<file path="src/rtl/rf_cmd_seq.sv">
// Command sequencer in front of a small register file: READ/WRITE/ADD/SUB with valid/ready in and out.
// Define RF_CMD_SAT_EN to make ADD/SUB saturate instead of wrapping.
//
// state | meaning
// IDLE  | ready for a command; latches op/addr/data on cmd handshake
// EXEC  | one cycle: drives RF port, captures result into response regs
// RESP  | response valid until the consumer takes it
module rf_cmd_seq #(
    parameter int DATA_W = 8,
    parameter int ADDR_W = 2
) (
    input  logic              clk,
    input  logic              rst_n,
    input  logic              cmd_valid,
    output logic              cmd_ready,
    input  logic [1:0]        cmd_op,
    input  logic [ADDR_W-1:0] cmd_addr,
    input  logic [DATA_W-1:0] cmd_data,
    output logic              rsp_valid,
    input  logic              rsp_ready,
    output logic [DATA_W-1:0] rsp_data,
    output logic              rsp_flag,
    output logic              rf_en,
    output logic [ADDR_W-1:0] rf_addr,
    output logic [DATA_W-1:0] rf_in,
    input  logic [DATA_W-1:0] rf_out
);

    localparam logic [1:0] OP_READ  = 2'b00;
    localparam logic [1:0] OP_WRITE = 2'b01;
    localparam logic [1:0] OP_ADD   = 2'b10;
    localparam logic [1:0] OP_SUB   = 2'b11;

    typedef enum logic [1:0] {
        ST_IDLE = 2'd0,
        ST_EXEC = 2'd1,
        ST_RESP = 2'd2
    } state_t;

    state_t state, state_nxt;

    logic [1:0]        op_q;
    logic [ADDR_W-1:0] addr_q;
    logic [DATA_W-1:0] data_q;
    logic [DATA_W-1:0] rsp_data_q;
    logic              rsp_flag_q;

    logic              latch_cmd;
    logic              capture_rsp;

    logic [DATA_W:0]   sum_w;
    logic [DATA_W:0]   diff_w;
    logic [DATA_W-1:0] exec_result;
    logic              exec_flag;

    always_ff @(posedge clk or negedge rst_n) begin
        if (!rst_n) begin
            state <= ST_IDLE;
        end else begin
            state <= state_nxt;
        end
    end

    // rf_en and rf_in are decoded from state so that reset removes them immediately
    always_comb begin
        state_nxt   = state;
        cmd_ready   = 1'b0;
        rsp_valid   = 1'b0;
        rf_en       = 1'b0;
        rf_in       = '0;
        latch_cmd   = 1'b0;
        capture_rsp = 1'b0;
        case (state)
            ST_IDLE: begin
                cmd_ready = 1'b1;
                if (cmd_valid) begin
                    latch_cmd = 1'b1;
                    state_nxt = ST_EXEC;
                end
            end
            ST_EXEC: begin
                if (op_q != OP_READ) begin
                    rf_en = 1'b1;
                    rf_in = exec_result;
                end
                capture_rsp = 1'b1;
                state_nxt   = ST_RESP;
            end
            ST_RESP: begin
                rsp_valid = 1'b1;
                if (rsp_ready) begin
                    state_nxt = ST_IDLE;
                end
            end
            default: begin
                state_nxt = ST_IDLE;
            end
        endcase
    end

    // Carry out of the sum and borrow out of the difference double as the saturation indication
    always_comb begin
        sum_w       = {1'b0, rf_out} + {1'b0, data_q};
        diff_w      = {1'b0, rf_out} - {1'b0, data_q};
        exec_result = rf_out;
        exec_flag   = 1'b0;
        case (op_q)
            OP_READ: begin
                exec_result = rf_out;
                exec_flag   = 1'b0;
            end
            OP_WRITE: begin
                exec_result = data_q;
                exec_flag   = 1'b0;
            end
            OP_ADD: begin
                exec_flag = sum_w[DATA_W];
`ifdef RF_CMD_SAT_EN
                exec_result = sum_w[DATA_W] ? {DATA_W{1'b1}} : sum_w[DATA_W-1:0];
`else
                exec_result = sum_w[DATA_W-1:0];
`endif
            end
            OP_SUB: begin
                exec_flag = diff_w[DATA_W];
`ifdef RF_CMD_SAT_EN
                exec_result = diff_w[DATA_W] ? {DATA_W{1'b0}} : diff_w[DATA_W-1:0];
`else
                exec_result = diff_w[DATA_W-1:0];
`endif
            end
            default: begin
                exec_result = rf_out;
                exec_flag   = 1'b0;
            end
        endcase
    end

    always_ff @(posedge clk or negedge rst_n) begin
        if (!rst_n) begin
            op_q   <= OP_READ;
            addr_q <= '0;
            data_q <= '0;
        end else if (latch_cmd) begin
            op_q   <= cmd_op;
            addr_q <= cmd_addr;
            data_q <= cmd_data;
        end
    end

    always_ff @(posedge clk or negedge rst_n) begin
        if (!rst_n) begin
            rsp_data_q <= '0;
            rsp_flag_q <= 1'b0;
        end else if (capture_rsp) begin
            rsp_data_q <= exec_result;
            rsp_flag_q <= exec_flag;
        end
    end

    // Address register keeps driving the RF between commands
    assign rf_addr  = addr_q;
    assign rsp_data = rsp_data_q;
    assign rsp_flag = rsp_flag_q;

endmodule

</file>
<file path="config.mk">
export PLATFORM = sky130hd
export DESIGN_NAME = rf_cmd_seq
export DESIGN_NICKNAME = d
export VERILOG_FILES = /design/src/rtl/rf_cmd_seq.sv
export SDC_FILE = /design/constraint.sdc
export NUM_CORES = 1
export LEC_CHECK = 0
export CAP_MARGIN = 20
export CORE_ASPECT_RATIO = 2
export CORE_MARGIN = 4
export CORE_UTILIZATION = 50
export DETAILED_ROUTE_END_ITERATION = 10
export PLACE_DENSITY = 0.8
export SYNTH_ARGS = -nofsm -noshare
export SYNTH_HDL_FRONTEND = slang
export SYNTH_SLANG_ARGS = --single-unit
</file>
<file path="constraint.sdc">
create_clock -name clk -period 4.5 [get_ports clk]
set_input_delay 1.35 -clock clk [delete_from_list [all_inputs] [get_ports clk]]
set_output_delay 1.35 -clock clk [all_outputs]
set_load 0.01 [all_outputs]
</file>
======== Word-level counts from Yosys, hierarchy flattened ========
Index checks and enable logic that the tools add are counted.
word-level totals
  register bits ........................... 23
  input port bits ......................... 24
  output and inout bits ................... 22
  word-level logic and storage cells ...... 34
operators by class
  $add $sub $neg .......................... 2
  equal/unequal tests ..................... 7
  multiplexer cells ....................... 14
  reductions and logical operators ........ 5
operators by type and width
  operator                                                                number
  8-bit one-hot mux with 4 select lines                                   1
  8-bit 2-to-1 mux                                                        2
  8-bit by 8-bit adder with 9-bit output                                  1
  8-bit by 8-bit subtractor with 9-bit output                             1
  1-bit 2-to-1 mux                                                        7
  2-bit equality test (second input constant)                             3
  2-bit one-hot mux with 3 select lines                                   1
  2-bit by 1-bit equality test with 1-bit output (second input constant)  2
  2-bit logical NOT                                                       2
  2-bit 2-to-1 mux                                                        2
  2-bit != test (second input constant)                                   2
  1-bit one-hot mux with 3 select lines                                   1
  2-bit AND reduction                                                     1
  2-bit nonzero test                                                      1
  2-bit OR reduction                                                      1

======== Logic depth before layout (Yosys ltp) ========
  depth in word-level cells ............... 4
  depth in mapped cells ................... 10
  depth with buffers taken out ............ 10

======== Worst setup path after synthesis ========
No wires, ideal clock.
  path type ............................... input-to-output
  start ................................... in rf_out[0]
  end ..................................... out rf_in[6]
  arrival time ............................ 2,988 ps
  required time ........................... 3,150 ps
  setup slack ............................. 162 ps
  stages .................................. 10
  buffers on the path ..................... 0
  cell sequence ........................... inv_1 ha_1 inv_1 fa_1 a211oi_1 nor2_1 o21bai_2 o41ai_1 a211o_1 a21oi_1
between the ends
  cells in the longest elaborated chain, start to end .. 4
  elaborated cells on any way between the ends .. 5
  classes of those cells .................. add/sub (2); mux (3)
ends and longest elaborated chain
  what                                                                                                          line      source
  start: declaration                                                                                            26        input logic [DATA_W-1:0] rf_out
  8-bit by 8-bit subtractor with 9-bit output / 8-bit by 8-bit adder with 9-bit output (equally long branches)  104, 103
  8-bit one-hot mux with 4 select lines *                                                                       107       case (op_q)
  8-bit 2-to-1 mux *                                                                                            82        if (op_q != OP_READ) begin
  8-bit 2-to-1 mux *                                                                                            73        case (state)
  end: declaration                                                                                              25        output logic [DATA_W-1:0] rf_in,
Mark *: on every way between the ends. The rest lies on a longest branch, timed or not.

======== Final worst setup path ========
  start ................................... in rf_out[4]
  end ..................................... out rf_in[7]
Same word-level chain as after synthesis.

==> impl_metrics.json <==
{
  "violations": "negative setup slack",
  "setup_viol": 1,
  "pwr-share-clk_pct": 6.5,
  "syn-num-nets": 268,
  "p_comb_share_pct": 73.5,
  "rsz0062_at_grt": "true",
  "yosysSeqAreaShare_pct": 29.85,
  "setup.worst_path.start_class": "primary input",
  "syn-instance-count": 225,
  "final-hold-violation-count": 0,
  "dp_slack_ps": -886.2,
  "max-clock-path-buffers": 2,
  "area_growth_syn_to_layout_pct": 52.63,
  "syn_avg_cell_area_um2": 8.569,
  "slew_viol_final": 0,
  "power.switching_uw": 918.3,
  "die-area_um2": 4974,
  "hp-class": "reg2reg",
  "min_period_ps": 4523,
  "hp-start": "rsp_data[3]",
  "viasPerCell": 5.746,
  "startpoint": "rf_out[4]",
  "vias": 2034,
  "async_reset_ff_share_pct": 100.0,
  "core.rowCount": 31,
  "nNetsFinal": 349,
  "boundaryPins": 46,
  "antenna_found_initial": 0,
  "drc_errors": 0,
  "clkTransAtPathRegs_ps": 90,
  "dp.cells": 342,
  "grt-busiest-layer": "met2",
  "cts_root_buf": "clkbuf_8",
  "cp.required_ps": 3150,
  "synth_edf_count": 0,
  "grt_pass1_vias": 2050,
  "crit_family": "buffers and inverters",
  "cp.arrival_ps": 3170,
  "die_w_um": 51.91,
  "final_common_cell": "buf_4",
  "seqPwrFrac_pct": 20.0,
  "layout_setup_ws_ps": -23.27,
  "final.setup.tns_ps": -23.27,
  "worstPathMaxFanout": 7,
  "relSlewSlack_pct": 56.20,
  "diodes": 0,
  "clock_skew_ps": 3.823,
  "tightest_slew_ps": 657.0,
  "cts_buffers": 3,
  "wirelength_um": 6257,
  "die_h_um": 95.82,
  "final_cell_mix": "buf_4 (42), clkdlybuf4s50_1 (31), nor2_1 (25)",
  "fmax_mhz": 221.1,
  "ys_seq_elements": 23,
  "htree_num_levels": 1,
  "cts_sinks": 23,
  "wire_per_inst_um": 17.68,
  "firstDrtPassIters": 4,
  "drt_iter0_drc": 57,
  "end_kind": "primary output",
  "grt_max_degree": 24,
  "grt_use_met1_pct": 29.58,
  "hpwl_um": 4495,
  "cellLeakagePower_nw": 1.321,
  "clk_latency_ps": 270,
  "overflow": 0,
  "met2_usage_pct": 47.48,
  "fp.coreArea_um2": 3685,
  "timing_worst_setup_path_type": "in2out",
  "maxCapViolations": 0,
  "path_cells": "clkdlybuf4s15_1 -> ha_4 -> buf_4 -> a21oi_4 -> o211ai_1 -> a21oi_2 -> nor4b_2 -> mux2i_1 -> nand2_1 -> clkdlybuf4s15_2",
  "synth_ff_type": "dfrtp_1",
  "ant_nets": 0,
  "register_area_um2": 575.6,
  "initial_core_util_pct": 52.33,
  "stdcell_count": 354,
  "port_buffers": 45,
  "multi_input_area_um2": 1405,
  "grt_usage_pct": 25.96,
  "period_share_pct": 100.5,
  "ir_drop_v": 0.0004435,
  "routabilityCongestion": 0.9161,
  "grt_pass1_wl_um": 9701,
  "crit_slowest_cell": "ha_4",
  "run_status": "finished with violations",
  "synth_area_um2": 1928,
  "synth_cell_type_count": 55,
  "power_mw": 2.037,
  "whs_ps": 488.9,
  "grt_use_met3_pct": 2.326,
  "p_int_mw": 1.119,
  "switching_share_pct": 45.08,
  "r2r_start": "data_q[0]",
  "critPathMaxStageDelay_ps": 330,
  "p_per_area_nw_per_um2": 692.2,
  "ys_warn_count": 0,
  "crit_buf_inv": 3,
  "drive_gt1_share_pct": 34.10,
  "fillers": 238,
  "cts_tree": "built"
}
==> cells by family (layout without fill, tap and decap cells) <==
| logic type | count (synthesis) | in the layout | synth area share [%] |
|---|---|---|---|
| buffers and inverters | 30 | 110 | 8.695 |
| adder cells (fa/ha/maj) | 19 | 19 | 13.11 |
| flip-flops | 23 | 23 | 29.85 |
| AND/OR/NAND/NOR | 76 | 76 | 18.56 |
| multiplexers | 11 | 11 | 6.035 |
| AO/OA/AOI/OAI | 64 | 64 | 22.84 |
| XOR/XNOR | 2 | 2 | 0.9087 |
==> synth_stat cells, types with 3 or more instances <==
library cell	count	area, µm²
a211oi_1	5	37.54
a21oi_1	13	65.06
a22oi_1	3	22.52
a31oi_1	3	18.77
buf_2	3	15.01
buf_6	5	56.30
clkbuf_1	3	11.26
dfrtp_1	23	575.6
ha_1	17	212.7
inv_1	16	60.06
mux2_2	5	56.30
mux2i_1	6	60.06
nand2_1	24	90.09
nand2b_1	5	31.28
nor2_1	26	97.59
nor2b_1	3	18.77
nor3_1	5	25.02
o21ai_0	14	70.07
==> power by group through the flow <==
stage	clock network, mW	logic (mW)	registers, mW
finish	0.133	1.50	0.408
global route	0.144	1.62	0.419
CTS	0.135	1.41	0.401
detailed placement	0	1.25	0.402
global placement	0	1.23	0.397
floorplan	0	0.754	0.397
==> worst paths after layout <==
check,end,slack (ps),depth (start not counted)
setup / recovery,rf_in[7],-20,10
hold / removal,rsp_data[3],490,2
max in group asynchronous,rsp_data[5],2770,2
setup reg to reg,rsp_data[4],2100,10
hold reg to reg,rsp_data[3],490,2
min in group asynchronous,data_q[1],1330,1
==> final cells by class <==
| class | count | area share (%) |
|---|---|---|
| Multi-Input combinational cell | 172 | 47.75 |
| Inverter | 17 | 2.338 |
| Sequential cell | 23 | 19.56 |
| Tap cell | 49 | 2.083 |
| Timing Repair Buffer | 89 | 26.74 |
| Clock buffer | 4 | 1.531 |
==> worst reg2reg max path: stages (launching register included) <==
cell	delay, ps
dfrtp_1	500
ha_4	220
fa_2	350
inv_2	60
o21ai_2	60
a21o_1	190
and3_4	190
a2111oi_4	380
buf_4	170
buf_4	90
a31oi_1	70
==> repair_timing <==
action	CTS	global route
gates resized for setup	66	17
setup buffers	6	1
endpoints found under the setup margin	8	6
hold endpoints to repair	0	0
pin swaps	18	4
hold buffers	0	0
==> state kept, by name, summed over array words and instances (netlist names) <==
register  flops
rsp_data      8
rsp_flag      1
op_q          2
state         2
rf_addr       2
data_q        8
==> routing by layer <==
| metal | vias up | wire, µm | part of all wire (%) |
|---|---|---|---|
| li1 | 952 | - | - |
| met2 | 81 | 3443 | 55 |
| met1 | 987 | 2370 | 38 |
| met3 | 14 | 282 | 4.5 |
| met5 | - | 0 | 0 |
| met4 | 0 | 161 | 2.6 |
==> metrics by stage <==
| stage | cell area (µm²) | util (%) |
|---|---|---|
| after floorplan | 1928 | - |
| after global placement | 2606 | 70.73 |
| after detailed placement | 2606 | 70.73 |
| after CTS | 2844 | 77.18 |
| after global routing | 2943 | 79.86 |
| final | 2943 | 79.86 |
Power figures use the tool's default switching activity.
